**config.mk**
```make
export PLATFORM = sky130hd
export DESIGN_NAME = artix_spi_master
export DESIGN_NICKNAME = d
export VERILOG_FILES = /design/src/rtl/artix_spi_master.sv
export SDC_FILE = /design/constraint.sdc
export NUM_CORES = 1
export LEC_CHECK = 0
export CORE_MARGIN = 2
export CORE_UTILIZATION = 60
export CTS_CLUSTER_DIAMETER = 50
export DETAILED_ROUTE_END_ITERATION = 10
export DONT_BUFFER_PORTS = 1
export PLACE_DENSITY = 0.76
export SKIP_CTS_REPAIR_TIMING = 1
export SYNTH_ARGS = -nofsm -noshare
export SYNTH_HDL_FRONTEND = slang
export SYNTH_SLANG_ARGS = --single-unit
```
**constraint.sdc**
```tcl
create_clock -name aclk -period 2.4 [get_ports aclk]
set_clock_uncertainty 0.15 [all_clocks]
set_input_delay 0.48 -clock aclk [delete_from_list [all_inputs] [get_ports aclk]]
set_output_delay 0.48 -clock aclk [all_outputs]
set_load 0.03 [all_outputs]
```
**src/rtl/artix_spi_master.sv**
```systemverilog
// ---------------------------------------------------------------------------
// artix_spi_master
//
// Turns host register commands (address, write data, go) into 32-bit SPI
// frames for the Artix front-end FPGA and captures the word returned on MISO.
// SPI mode 0 (sclk idles low, data sampled on the rising edge), MSB first,
// single chip select. The frame is {spi_addr, spi_wdata}; bit 7 of the address
// marks a read, but the write data is shifted out either way.
//
// Ports
//   aclk          system clock
//   aresetn       asynchronous active-low reset, released synchronously
//   spi_addr      register address, latched on the go edge
//   spi_wdata     write data, latched on the go edge
//   spi_go        level from the go register; each rising edge requests a frame
//   err_clr       one-cycle pulse that clears err_overrun
//   spi_sclk      SPI clock (registered)
//   spi_cs_n      chip select, active low (registered)
//   spi_mosi      serial data out (registered)
//   spi_miso      serial data in, already synchronised at the pin
//   spi_rdata     MISO word of the last completed frame
//   busy          high from the cycle after the go edge until the gap ends
//   done          one-cycle pulse in the cycle cs_n returns high
//   err_overrun   sticky flag: a go edge arrived while busy
// ---------------------------------------------------------------------------
module artix_spi_master #(
   parameter int CLK_DIV    = 10,
   parameter int FRAME_BITS = 32
) (
   input  logic                  aclk,
   input  logic                  aresetn,
   input  logic [7:0]            spi_addr,
   input  logic [23:0]           spi_wdata,
   input  logic                  spi_go,
   input  logic                  err_clr,
   output logic                  spi_sclk,
   output logic                  spi_cs_n,
   output logic                  spi_mosi,
   input  logic                  spi_miso,
   output logic [FRAME_BITS-1:0] spi_rdata,
   output logic                  busy,
   output logic                  done,
   output logic                  err_overrun
);

   localparam int DIV_W = (CLK_DIV > 1) ? $clog2(CLK_DIV) : 1;
   localparam int BIT_W = $clog2(FRAME_BITS);

   typedef enum logic [2:0] {IDLE, SETUP, SHIFT, HOLD, GAP} state_e;

   state_e                state_q, state_d;
   logic [DIV_W-1:0]      div_q, div_d;
   logic [BIT_W-1:0]      bit_q, bit_d;
   logic [FRAME_BITS-1:0] shreg_q, shreg_d;
   logic [FRAME_BITS-1:0] rsh_q, rsh_d;
   logic [FRAME_BITS-1:0] rdata_q, rdata_d;
   logic                  sclk_q, sclk_d;
   logic                  cs_n_q, cs_n_d;
   logic                  mosi_q, mosi_d;
   logic                  busy_q, busy_d;
   logic                  done_q, done_d;
   logic                  err_q, err_d;
   logic                  go_q, go_d;
   logic                  pend_q, pend_d;

   logic                  go_rise;
   logic                  div_last;

   assign go_rise  = spi_go & ~go_q;
   assign div_last = (div_q == DIV_W'(CLK_DIV - 1));

   // All state, including the pin drivers, lives in this one register bank so
   // every SPI pin comes straight from a flop and reset aborts a frame at once.
   always_ff @(posedge aclk or negedge aresetn) begin
      if (!aresetn) begin
         state_q <= IDLE;
         div_q   <= '0;
         bit_q   <= '0;
         shreg_q <= '0;
         rsh_q   <= '0;
         rdata_q <= '0;
         sclk_q  <= 1'b0;
         cs_n_q  <= 1'b1;
         mosi_q  <= 1'b0;
         busy_q  <= 1'b0;
         done_q  <= 1'b0;
         err_q   <= 1'b0;
         go_q    <= 1'b0;
         pend_q  <= 1'b0;
      end else begin
         state_q <= state_d;
         div_q   <= div_d;
         bit_q   <= bit_d;
         shreg_q <= shreg_d;
         rsh_q   <= rsh_d;
         rdata_q <= rdata_d;
         sclk_q  <= sclk_d;
         cs_n_q  <= cs_n_d;
         mosi_q  <= mosi_d;
         busy_q  <= busy_d;
         done_q  <= done_d;
         err_q   <= err_d;
         go_q    <= go_d;
         pend_q  <= pend_d;
      end
   end

   // Next-state logic. A go edge in IDLE latches the command and raises busy;
   // the following cycle (pend) drops cs_n and presents the MSB, so cs_n falls
   // two clocks after the go register changes. Each phase (setup, sclk low,
   // sclk high, hold, gap) lasts CLK_DIV cycles, timed by div_q.
   always_comb begin
      state_d = state_q;
      div_d   = div_q;
      bit_d   = bit_q;
      shreg_d = shreg_q;
      rsh_d   = rsh_q;
      rdata_d = rdata_q;
      sclk_d  = sclk_q;
      cs_n_d  = cs_n_q;
      mosi_d  = mosi_q;
      busy_d  = busy_q;
      done_d  = 1'b0;
      err_d   = err_q;
      go_d    = spi_go;
      pend_d  = 1'b0;

      // A go edge while busy is dropped; setting beats a simultaneous clear.
      if (go_rise && busy_q) begin
         err_d = 1'b1;
      end else if (err_clr) begin
         err_d = 1'b0;
      end

      case (state_q)
         IDLE: begin
            if (pend_q) begin
               state_d = SETUP;
               div_d   = '0;
               cs_n_d  = 1'b0;
               mosi_d  = shreg_q[FRAME_BITS-1];
            end else if (go_rise && !busy_q) begin
               shreg_d = {spi_addr, spi_wdata};
               busy_d  = 1'b1;
               pend_d  = 1'b1;
            end
         end
         SETUP: begin
            if (div_last) begin
               div_d   = '0;
               bit_d   = BIT_W'(FRAME_BITS - 1);
               state_d = SHIFT;
            end else begin
               div_d = div_q + 1'b1;
            end
         end
         SHIFT: begin
            if (div_last) begin
               div_d = '0;
               if (!sclk_q) begin
                  sclk_d = 1'b1;
                  rsh_d  = {rsh_q[FRAME_BITS-2:0], spi_miso};
               end else begin
                  sclk_d = 1'b0;
                  if (bit_q == '0) begin
                     state_d = HOLD;
                  end else begin
                     bit_d   = bit_q - 1'b1;
                     shreg_d = shreg_q << 1;
                     mosi_d  = shreg_q[FRAME_BITS-2];
                  end
               end
            end else begin
               div_d = div_q + 1'b1;
            end
         end
         HOLD: begin
            if (div_last) begin
               div_d   = '0;
               cs_n_d  = 1'b1;
               mosi_d  = 1'b0;
               done_d  = 1'b1;
               rdata_d = rsh_q;
               state_d = GAP;
            end else begin
               div_d = div_q + 1'b1;
            end
         end
         GAP: begin
            if (div_last) begin
               div_d   = '0;
               busy_d  = 1'b0;
               state_d = IDLE;
            end else begin
               div_d = div_q + 1'b1;
            end
         end
         default: begin
            state_d = IDLE;
         end
      endcase
   end

   assign spi_sclk    = sclk_q;
   assign spi_cs_n    = cs_n_q;
   assign spi_mosi    = mosi_q;
   assign spi_rdata   = rdata_q;
   assign busy        = busy_q;
   assign done        = done_q;
   assign err_overrun = err_q;

endmodule

```
==> key figures <==
Synth
  • Mapped cell area: slightly above 5000 sq um
  • Share of the synthesized area in the top cell type: 0.563
  • Sequential share of the synthesized area: 0.568
  • Synth Instances: 412
  • Synth top area cells: dfrtp_1 (56%), mux2_2 (14%), mux2_4 (8.5%)
  • Synth Net Count: ~450
  • Synth warn: 0
  • Post-synth cell types: 38
  • Avg Cell Area, Syn: 12.4 sq um
  • Seq cells post-synth: between 100 and 150
  • Cell taking the most area after synthesis: dfrtp_1

Worst setup path
  • CP Data Required Time: 2.65 ns
  • Worst EP arrival: 2.54 ns
  • Crit path kind: flip-flop to flip-flop
  • Startpoint types: flip-flop
  • Crit. End Element: flip-flop
  • CP max FO: 35

Routing
  • DR pass1 iterations: 5
  • Vias per cell: approximately 5.7
  • WL/cell: 17.5 um
  • Vias: 3,181
  • Post-route ant nets: 0
  • Total wire length: between 9000 and 10,000 um
  • First DRT Iteration DRCs: 98
  • DRC viols: 0

Power
  • Pwr dens: 930 nW/um^2
  • P_leak: between 3 and 4 nW
  • Maximum vdd drop: 0.000774 V

Clock tree
  • Clock transition at path regs: 0.06 ns
  • CTS sink count: 116
  • Cts bufs inserted: 17
  • CTS tree: built
  • H-tree depth: 4
  • Deepest clock path buffer count: 2
  • Clock Tree Root: clkbuf_8
  • Later-pin clock latency in the skew report: around 0.5 ns

Final layout
  • Area Overhead vs Synth: 16.5%
  • Most frequent cells in the layout: dfrtp_1 (115), nand2_1 (100), mux2_2 (65)
  • Register Area: about 2900 sq um
  • Filler cell count: 559
  • Nets@finish: 479
  • Fraction of layout cells with a size suffix above 1: 0.350
  • Diode count: 0
  • Commonest non-fill, non-tap cell in the layout: dfrtp_1
  • Multi-input logic area: 2100 sq um

Placement
  • IO Port Bufs: 0
  • Worst slack, placed: -0.181 ns
  • HPWL Detailed: 5920 um
  • Global placement routability congestion: about 0.85

Timing
  • Slew @ Worst Pin: about 0.69 ns
  • Final setup vio count: 0
  • Fmax: 437 MHz
  • Final hold vios: 116
  • RSZ-0062 raised after global routing: no
  • Final Cycle Share: 0.954
  • Period minus WS final: 2.29 ns
  • Hold Slack: -0.492 ns
  • Slew Viols, Final: 0
  • Rel. slew slack: 0.538
  • Setup slack after layout: 0.111 ns

Global route
  • Largest net degree at the start of global routing: approximately 120
  • First-pass GRT wire length: roughly 16,000 um
  • Number of global-route vias before repair: 3,225
  • Congestion Overflow GR: 0
  • Initial antenna violation count: 0
  • Gr usage total: 0.224

Floorplan
  • Core Footprint: between 8000 and 9000 sq um
  • Starting Density: 0.622
  • Placement row count: 33
  • Chip Height: 96.3 um
  • Die area: a little over 9000 sq um
  • Ports: 75
  • Chip width: 96.3 um

Outcome
  • Status: finished, violations left
  • Failing checks: hold timing

Hold path
  • Worst hold path type: input port to async pin

Flow run
  • MaxCap Viol Count: 0
-- power by group --
part / total [mW] / switching, mW / leakage, nW / internal [mW]
Combinational: 0.993 / 0.585 / 1.24 / 0.409
Clock: 2.34 / 0.933 / 0.265 / 1.40
Sequential: 2.20 / 0.121 / 1.51 / 2.08
-- flip-flops by register name, summed over array words and instances (netlist names), 3 cells and up --
register,count
shreg_q,32
div_q,4
rsh_q,32
state_q,3
spi_rdata,32
bit_q,5
-- cells by family after synthesis --
| kind of cell | count (synthesis) | synth area share |
|---|---|---|
| AOI/OAI and AO/OA | 33 | 0.0370 |
| xor gates and xnor gates | 1 | 0.00171 |
| adders and majority gates | 3 | 0.00735 |
| buffers and inverters | 27 | 0.0260 |
| DFF | 116 | 0.568 |
| muxes | 96 | 0.233 |
| and+or+nand+nor | 136 | 0.127 |
-- per-stage QoR --
step	setup TNS, ns	power (mW)	util	std cells	instance area (sq um)
floorplan	0	2.89	-	412	5110
global placement	-2.78	3.15	0.651	520	5350
detailed placement	-4.46	3.21	0.651	520	5350
CTS	-5.01	5.56	0.718	552	5900
global route	0	5.80	0.724	557	5950
finish	0	5.53	0.724	557	5950
-- synthesized netlist by cell type --
library cell	instances
a21oi_1	8
nor3b_2	1
a31oi_1	2
mux2_4	29
ha_1	3
dfrtp_1	115
nor3_1	4
xor2_1	1
or3_1	3
buf_2	7
nor2_2	1
mux2_2	65
nand2b_1	6
nand2_1	100
nand4b_1	2
nand3b_1	1
nand4_1	1
o21ai_0	14
mux2_1	2
nand3_1	3
nor2_1	5
or3b_1	1
buf_6	3
nor4b_4	1
inv_1	8
o22ai_1	3
o21bai_1	1
nor3b_1	1
or4_4	1
a21o_1	1
nor3_4	3
o31ai_1	2
a22o_1	1
and2_1	1
dfstp_2	1
clkbuf_1	9
a41oi_1	1
nor4_1	1
-- critical path, stage by stage (launching register included) --
cell	delay, ns
dfrtp_1	0.48
or3b_1	0.46
buf_4	0.28
nor3_4	0.19
buf_12	0.23
mux2_2	0.36
-- per-layer routing --
metal,up-vias,track usage,routed length [um]
met2,90,0.353,4780
met3,16,0.0893,567
met5,-,0,0
met1,1611,0.285,4260
met4,0,0.0702,125
li1,1464,-,-
-- path summary, 6_finish.rpt --
| check | start | endpoint | slack (ns) | depth (start not counted) |
|---|---|---|---|---|
| worst max-delay path | state_q[2] | rsh_q[31] | 0.11 | 5 |
| worst min-delay path | aresetn | div_q[0] | -0.49 | 0 |
| worst max register to register | state_q[2] | rsh_q[31] | 0.11 | 5 |
| worst min register to register | shreg_q[1] | shreg_q[1] | 0.35 | 1 |
| max in group asynchronous | aresetn | spi_cs_n | 2.35 | 0 |
| min in group aclk | spi_wdata[14] | shreg_q[14] | 0.06 | 3 |
-- final cells by class --
cell class | instances | area share
clock buffers | 18 | 0.0719
clock inverters | 14 | 0.0208
inverters | 8 | 0.00505
multi-input cells | 270 | 0.353
flip-flops and latches | 116 | 0.488
well taps | 105 | 0.0221
repair buffers | 26 | 0.0387
Note: power is estimated with default switching activity, not from simulation.
